<file path="config.mk">
export PLATFORM = sky130hd
export DESIGN_NAME = decode_exec_unit
export DESIGN_NICKNAME = d
export VERILOG_FILES = /design/src/rtl/decode_exec_unit.sv
export SDC_FILE = /design/constraint.sdc
export NUM_CORES = 1
export LEC_CHECK = 0
export ABC_AREA = 1
export BUFFER_PORTS_ARGS = -buffer_cell sky130_fd_sc_hd__buf_4
export CORE_UTILIZATION = 50
export DETAILED_ROUTE_END_ITERATION = 16
export PLACE_DENSITY = 0.88
export SLEW_MARGIN = 0
export SYNTH_ARGS = -nofsm -noshare
export SYNTH_HDL_FRONTEND = slang
export SYNTH_SLANG_ARGS = --single-unit
</file>
<file path="constraint.sdc">
create_clock -name clk -period 2.21 [get_ports clk]
set_clock_uncertainty 0.2 [all_clocks]
set_input_delay 0.442 -clock clk [delete_from_list [all_inputs] [get_ports clk]]
set_output_delay 0.442 -clock clk [all_outputs]
set_load 0.03 [all_outputs]
</file>
<file path="src/rtl/decode_exec_unit.sv">
// decode_exec_unit: 4-bit accumulator execute stage.
// Sequences fetch, execute and two-byte jumps for the fetch register and PC.
module decode_exec_unit #(
  parameter bit SUB_BORROW_C = 1'b1
) (
  input  logic        clk,
  input  logic        reset,
  input  logic        run,
  input  logic [3:0]  instr,
  input  logic [3:0]  oprnd,
  input  logic [7:0]  program_byte,
  input  logic [3:0]  data_in,
  output logic        fetch_en,
  output logic        pc_en,
  output logic        pc_load,
  output logic [11:0] pc_addr,
  output logic [3:0]  acc,
  output logic        flag_c,
  output logic        flag_z,
  output logic [3:0]  data_out,
  output logic        out_strobe
);

  typedef enum logic [1:0] {
    IDLE,
    FETCH,
    EXEC,
    JADDR
  } state_t;

  state_t     r_state;
  logic [3:0] r_acc;
  logic [3:0] r_dout;
  logic [3:0] r_hi;
  logic       r_c;
  logic       r_z;
  logic       r_take;
  logic       r_strb;

  logic [4:0] w_sum;
  logic [4:0] w_diff;
  logic [3:0] w_nand;
  logic       w_c_sub;
  logic       w_jmp;
  logic       w_cond;

  assign w_sum   = {1'b0, r_acc} + {1'b0, oprnd};
  assign w_diff  = {1'b0, r_acc} - {1'b0, oprnd};
  assign w_nand  = ~(r_acc & oprnd);
  assign w_c_sub = SUB_BORROW_C ? w_diff[4] : ~w_diff[4];

  // Jump conditions see the flags as they were before this instruction
  always_comb begin
    w_jmp  = 1'b1;
    w_cond = 1'b0;
    unique case (instr)
      4'h8:    w_cond = r_c;
      4'h9:    w_cond = ~r_c;
      4'hA:    w_cond = r_z;
      4'hB:    w_cond = ~r_z;
      4'hC:    w_cond = 1'b1;
      default: w_jmp  = 1'b0;
    endcase
  end

  always_ff @(posedge clk) begin
    if (!reset) begin
      r_state <= IDLE;
      r_acc   <= 4'h0;
      r_dout  <= 4'h0;
      r_hi    <= 4'h0;
      r_c     <= 1'b0;
      r_z     <= 1'b0;
      r_take  <= 1'b0;
      r_strb  <= 1'b0;
    end else begin
      r_strb <= 1'b0;
      unique case (r_state)
        IDLE: begin
          if (run) r_state <= FETCH;
        end
        FETCH: begin
          r_state <= EXEC;
        end
        EXEC: begin
          r_take <= w_cond;
          r_hi   <= oprnd;
          case (instr)
            4'h1: begin
              r_acc <= oprnd;
              r_z   <= (oprnd == 4'h0);
            end
            4'h2: begin
              r_acc <= w_sum[3:0];
              r_c   <= w_sum[4];
              r_z   <= (w_sum[3:0] == 4'h0);
            end
            4'h3: begin
              r_acc <= w_diff[3:0];
              r_c   <= w_c_sub;
              r_z   <= (w_diff[3:0] == 4'h0);
            end
            4'h4: begin
              r_acc <= w_nand;
              r_z   <= (w_nand == 4'h0);
            end
            4'h5: begin
              r_acc <= data_in;
              r_z   <= (data_in == 4'h0);
            end
            4'h6: begin
              r_dout <= r_acc;
              r_strb <= 1'b1;
            end
            4'h7: begin
              r_c <= w_c_sub;
              r_z <= (w_diff[3:0] == 4'h0);
            end
            default: ;
          endcase
          if (w_jmp) r_state <= JADDR;
          else       r_state <= run ? FETCH : IDLE;
        end
        JADDR: begin
          r_state <= run ? FETCH : IDLE;
        end
        default: r_state <= IDLE;
      endcase
    end
  end

  // Strobes are gated by reset so a reset cycle never lets a partial
  // jump or increment land in the PC.
  assign fetch_en   = reset & (r_state == FETCH);
  assign pc_en      = reset & ((r_state == EXEC) |
                               ((r_state == JADDR) & ~r_take));
  assign pc_load    = reset & (r_state == JADDR) & r_take;
  assign pc_addr    = pc_load ? {r_hi, program_byte} : 12'h000;
  assign out_strobe = reset & r_strb;

  assign acc      = r_acc;
  assign flag_c   = r_c;
  assign flag_z   = r_z;
  assign data_out = r_dout;

endmodule

</file>
Yosys cells after proc, flatten, opt, wreduce, memory -nomap -nowiden
Cells that the tools add are included.
{"block": "op_classes", "n_addsub": 2, "multipliers": 0, "div": 0, "n_lt_le_gt_ge": 0, "n_eq_ne": 16, "shift": 0, "muxes": 11, "n_bitwise": 12, "reduce_logical": 16}
{"cell": "4-bit equality test, second input constant", "count": 5}
{"cell": "4-bit zero test", "count": 5}
{"cell": "4-bit one-hot mux with 5 select lines", "count": 1}
{"cell": "4-bit by 3-bit equality test with 1-bit output, second input constant", "count": 4}
{"cell": "12-bit 2-to-1 mux", "count": 1}
{"cell": "1-bit one-hot mux with 5 select lines", "count": 2}
{"cell": "2-bit AND reduction", "count": 5}
{"cell": "5-bit nonzero test", "count": 2}
{"cell": "4-bit by 2-bit equality test with 1-bit output, second input constant", "count": 2}
{"cell": "2-bit one-hot mux with 4 select lines", "count": 1}
{"cell": "1-bit AND", "count": 6}
{"cell": "4-bit by 4-bit adder with 5-bit output", "count": 1}
{"cell": "5-bit OR reduction", "count": 1}
{"cell": "4-bit by 4-bit subtractor with 5-bit output", "count": 1}
{"cell": "4-bit AND", "count": 1}
{"cell": "2-bit equality test, second input constant", "count": 2}
{"cell": "4-bit by 1-bit equality test with 1-bit output, second input constant", "count": 1}
{"cell": "2-bit 2-to-1 mux", "count": 2}
{"cell": "4-bit NOT", "count": 1}
{"cell": "1-bit 2-to-1 mux", "count": 3}
{"cell": "1-bit NOT", "count": 3}
{"cell": "2-bit by 1-bit equality test with 1-bit output, second input constant", "count": 1}
{"cell": "2-bit zero test", "count": 1}
{"cell": "2-bit inequality test, second input constant", "count": 1}
{"cell": "other kinds (4)", "count": 4}
{"block": "word_totals", "reg_bits": 18, "latchBits": 0, "mem_bits_rw": 0, "rom_bits": 0, "input_bits": 23, "out_inout_bits": 26, "elab_cells": 65, "mem_count": 0}

Longest topological paths before layout
{"block": "logic_depth", "ltp_word": 5, "depth_mapped": 11, "depth_no_buf": 11}

Worst setup path before layout
OpenSTA, ideal clock, no wires.
{"block": "synth_path", "kind": "input port to output port", "from": "in reset", "to": "out pc_addr[10]", "t_arrival_ps": 1725, "setup_slack_ps": -157, "path_stages": 5, "path_buffers": 1, "path_cell_list": "nand2_1 > nor2_1 > inv_1 > clkbuf_1 > nor2_1"}
{"block": "synth_via", "elab_chain_cells": 3}
{"item": "start, declared", "line_no": "7", "source": "input logic reset,"}
{"item": "1-bit AND (2 in a row)", "line_no": "137", "source": "assign pc_load = reset & (r_state == JADDR) & r_take;"}
{"item": "named net pc_load", "line_no": "15", "source": "output logic pc_load,"}
{"item": "12-bit 2-to-1 mux", "line_no": "138", "source": "assign pc_addr = pc_load ? {r_hi, program_byte} : 12'h000;"}
{"item": "end, declared", "line_no": "16", "source": "output logic [11:0] pc_addr,"}
The timed path passes the listed nets, and every way through them passes these cells.

Final worst setup path
{"block": "layout_path", "from": "reg r_state[0]", "to": "out pc_addr[6]"}
{"block": "layout_via", "elab_chain_cells": 4}
{"item": "start, declared", "line_no": "31", "source": "state_t r_state;"}
{"item": "start signal, assigned", "line_no": "122", "source": "else r_state <= run ? FETCH : IDLE;"}
{"item": "start signal, assigned", "line_no": "125", "source": "r_state <= run ? FETCH : IDLE;"}
{"item": "2-bit equality test", "line_no": "137"}
{"item": "1-bit AND (2 in a row)", "line_no": "137"}
{"item": "12-bit 2-to-1 mux", "line_no": "138"}
No other way between the ends.

==> summary.md <==
| Metric | Value |
|---|---|
| Filler Cells Inserted | 240 |
| Mean Syn Cell Area | 6.20 um2 |
| Yosys top cell area share | 24.3% |
| Vias | 1720 |
| Worst Reg-to-Reg Cells | 11 |
| WP data arrival | 1.48 ns |
| Synth Area in XOR/XNOR | 0.591% |
| Largest family of logic cells by synthesized area | simple AND/OR/NAND/NOR gates |
| Final period util | between 90 and 100% |
| TritonCTS clock tree | built |
| Synth top area cells | dfxtp_1, inv_1, nand2_1, nor2_1, a21oi_1 |
| TritonCTS Buffers | 3 |
| Port bufs | 48 |
| Final Max Slew Viols | 0 |
| H-tree depth reported by CTS | 1 |
| CTS clk-pin slew, worst paths | 0.10 ns |
| Synth warn | 0 |
| Routed wire per std cell | 12.4 um |
| Largest area contributor in the netlist | dfxtp_1 |
| Status | finished, final reports clean |
| Setup TNS | 0 ns |
| Synth unique cells | 30 |
| GP Congestion | 0.914 |
| Worst hold start | oprnd[0] |
| Core area | ~0.0028 mm2 |
| Routed WL | 4000 um |
| P per Cell Area | 356 mW/mm2 |
| Clock Tree Root | clkbuf_4 |
| Synthesized cell area | around 0.0015 mm2 |
| Ports | 49 |
| Slew headroom | 78.2% |
| Die Ht | 56.4 um |
| EDFF count, synth | 0 |
| Worst-path maximum fanout | 8 |
| Total track usage | around 26% |
| Layout cells sized above 1 | roughly 30% |
| Diode count | 0 |
| CTS sink count | 18 |
| Final Setup Violations | 0 |
| Crit start category | flip-flop |
| Multiplexer area fraction after synthesis | 0% |
| 1st-pass router iterations | 4 |
| Achievable Freq | 0.471 GHz |
| Req. time, crit path | 1.57 ns |
| Synth Area in Simple Gates | 33.4% |
| Mapped Cells | 239 |
| Clock Tree Buf Depth | 2 |
| Vias per inst | 5.34 |
| Total congestion overflow | 0 |
| Placed instance area | 0.00190 mm2 |
| Synth Area in Adders | 9.46% |
| Critical path class | reg2out |
| Std-Cell Rows | 19 |
| FF+latch area | 364 um2 |
| Vias in the first global route | between 1500 and 2000 |
| DRT iter0 DRCs | around 90 |
| Worst R2R Setup Slack | 0.14 ns |
| DR DRC count | 0 |
| Sequential area share after synthesis | 24.3% |
| Crit-path slowest cell | dfxtp_1 |
| HP Class | in2reg |
| Worst r2r dst | flag_z |
| Area grow syn2layout | 32.3% |
| P_leak | 0.000971 uW |
| Final min period | 2.12 ns |
| HPWL Detailed | 3190 um |
| First-pass GRT wire length | 6660 um |
| Peak supply drop | 432 uV |
| Initial core utilization | a little over half |
| Fin. Hold Viols | 0 |
| Compound-Gate Fraction of Synth Area | 18.1% |
| Post-synth top flop | dfxtp_1 |
| Largest net degree at the start of global routing | 15 |
| Later-pin clock latency in the skew report | between 0.2 and 0.3 ns |
| Hold buffers post-CTS | 0 |
| Chip width | 56.4 um |
| Asr flop ratio synth | 0% |
| Die ar. | 0.00318 mm2 |
| Hold Crit Endpoint | r_hi[0] |
| FF+latch count, synth | 18 |
| Number of max-cap violations | 0 |
| Final Cell Area | 0.00196 mm2 |
| Nets | 326 |
| Core Util, Final | 70.4% |
| Post-DRT Antenna Nets | 0 |
| Hold Worst Slack | 0.212 ns |
| Worst-margin pin slew | around 0.33 ns |
| Antenna violations before repair | 0 |
| Hold path cells | 3 |
| Crit path capture type | primary output |
| Mapped Nets | 272 |
| CP peak stage delay | 0.39 ns |
| Reg2reg start | acc[0] |
| Crit path cell chain | nand2_1 > nor2_2 > clkinvlp_4 > buf_4 > nor2_2 > buf_4 |
| Area occupied by multi-input gates | 945 um2 |
==> through the flow <==
stage	setup slack (ns)	instances	power, uW
2_1_floorplan	0.0239	239	466
3_3_place_gp	0.00721	316	533
3_5_place_dp	-0.0129	316	539
4_1_cts	0.0905	319	696
5_1_grt	-0.0126	322	735
6_report	0.0864	322	698
==> cell type report <==
| type | count | area share, % |
|---|---|---|
| repair buffers | 54 | 20.7 |
| inverters | 48 | 9.39 |
| well taps | 31 | 1.98 |
| clock buffers | 3 | 1.15 |
| multi-input cells | 168 | 48.2 |
| flip-flops and latches | 18 | 18.6 |
==> power breakdown <==
group,internal (uW),switching [uW]
combinational,76.1,119
clock,63.5,99.9
sequential,333,6.56
total,472,226
==> critical path: cells and delay by family, from the launching register on <==
kind / cells / cell delay [ns]
flip-flops: 1 / 0.39
AND/OR/NAND/NOR: 3 / 0.32
buffers and inverters: 3 / 0.48
==> sequential cells by signal, summed over array words and instances, names as in the netlist <==
signal	count
r_hi	4
flag_z	1
acc	4
data_out	4
r_take	1
r_state	2
flag_c	1
r_strb	1
==> cells in the final DEF (no fill, tap or decap), drive strengths merged, types with 2 or more instances in the layout <==
master,count
o211ai,2
o21ai,19
a21oi,23
nand2,41
clkbuf,3
buf,54
a211oi,2
dfxtp,18
inv,47
ha,8
nand3,22
nor2,42
fa,2
==> worst max path at each step <==
stage / from / endpoint / slack (ns)
6_report: r_state[0] / pc_addr[6] / 0.09
5_1_grt: r_state[0] / pc_addr[1] / -0.01
4_1_cts: acc[0] / flag_z / 0.09
3_5_place_dp: oprnd[0] / flag_z / -0.01
3_3_place_gp: oprnd[0] / flag_z / 0.007
2_1_floorplan: reset / pc_addr[10] / 0.02
==> synth_stat cells, types with 2 or more instances <==
| cell type | n |
|---|---|
| ha_1 | 8 |
| nand2_1 | 40 |
| a211oi_1 | 2 |
| inv_1 | 46 |
| dfxtp_1 | 18 |
| nor2_4 | 3 |
| inv_2 | 2 |
| o211ai_1 | 2 |
| o21ai_1 | 2 |
| buf_2 | 2 |
| o21ai_0 | 15 |
| nand3_1 | 19 |
| nand3_2 | 3 |
| a21oi_1 | 23 |
| nor2_1 | 36 |
| nor2_2 | 3 |
| fa_1 | 2 |
==> repair_timing <==
| action | in CTS | in global routing |
|---|---|---|
| gates resized for setup | 0 | 4 |
| buffers inserted | 0 | 3 |
| endpoints found under the setup margin | 0 | 2 |
==> kinds of logic after synthesis <==
logic type | after synthesis
AOI/OAI and AO/OA | 48
xor gates and xnor gates | 1
adders and majority gates | 10
buffers and inverters | 53
DFF | 18
and+or+nand+nor | 109
==> metal layers <==
metal  track usage [%]  wire length [um]
met5                 0                 0
met4              5.92                67
met3              4.84               206
met2              43.7              1950
met1              34.0              1780
Note: power is estimated with default switching activity, not from simulation.
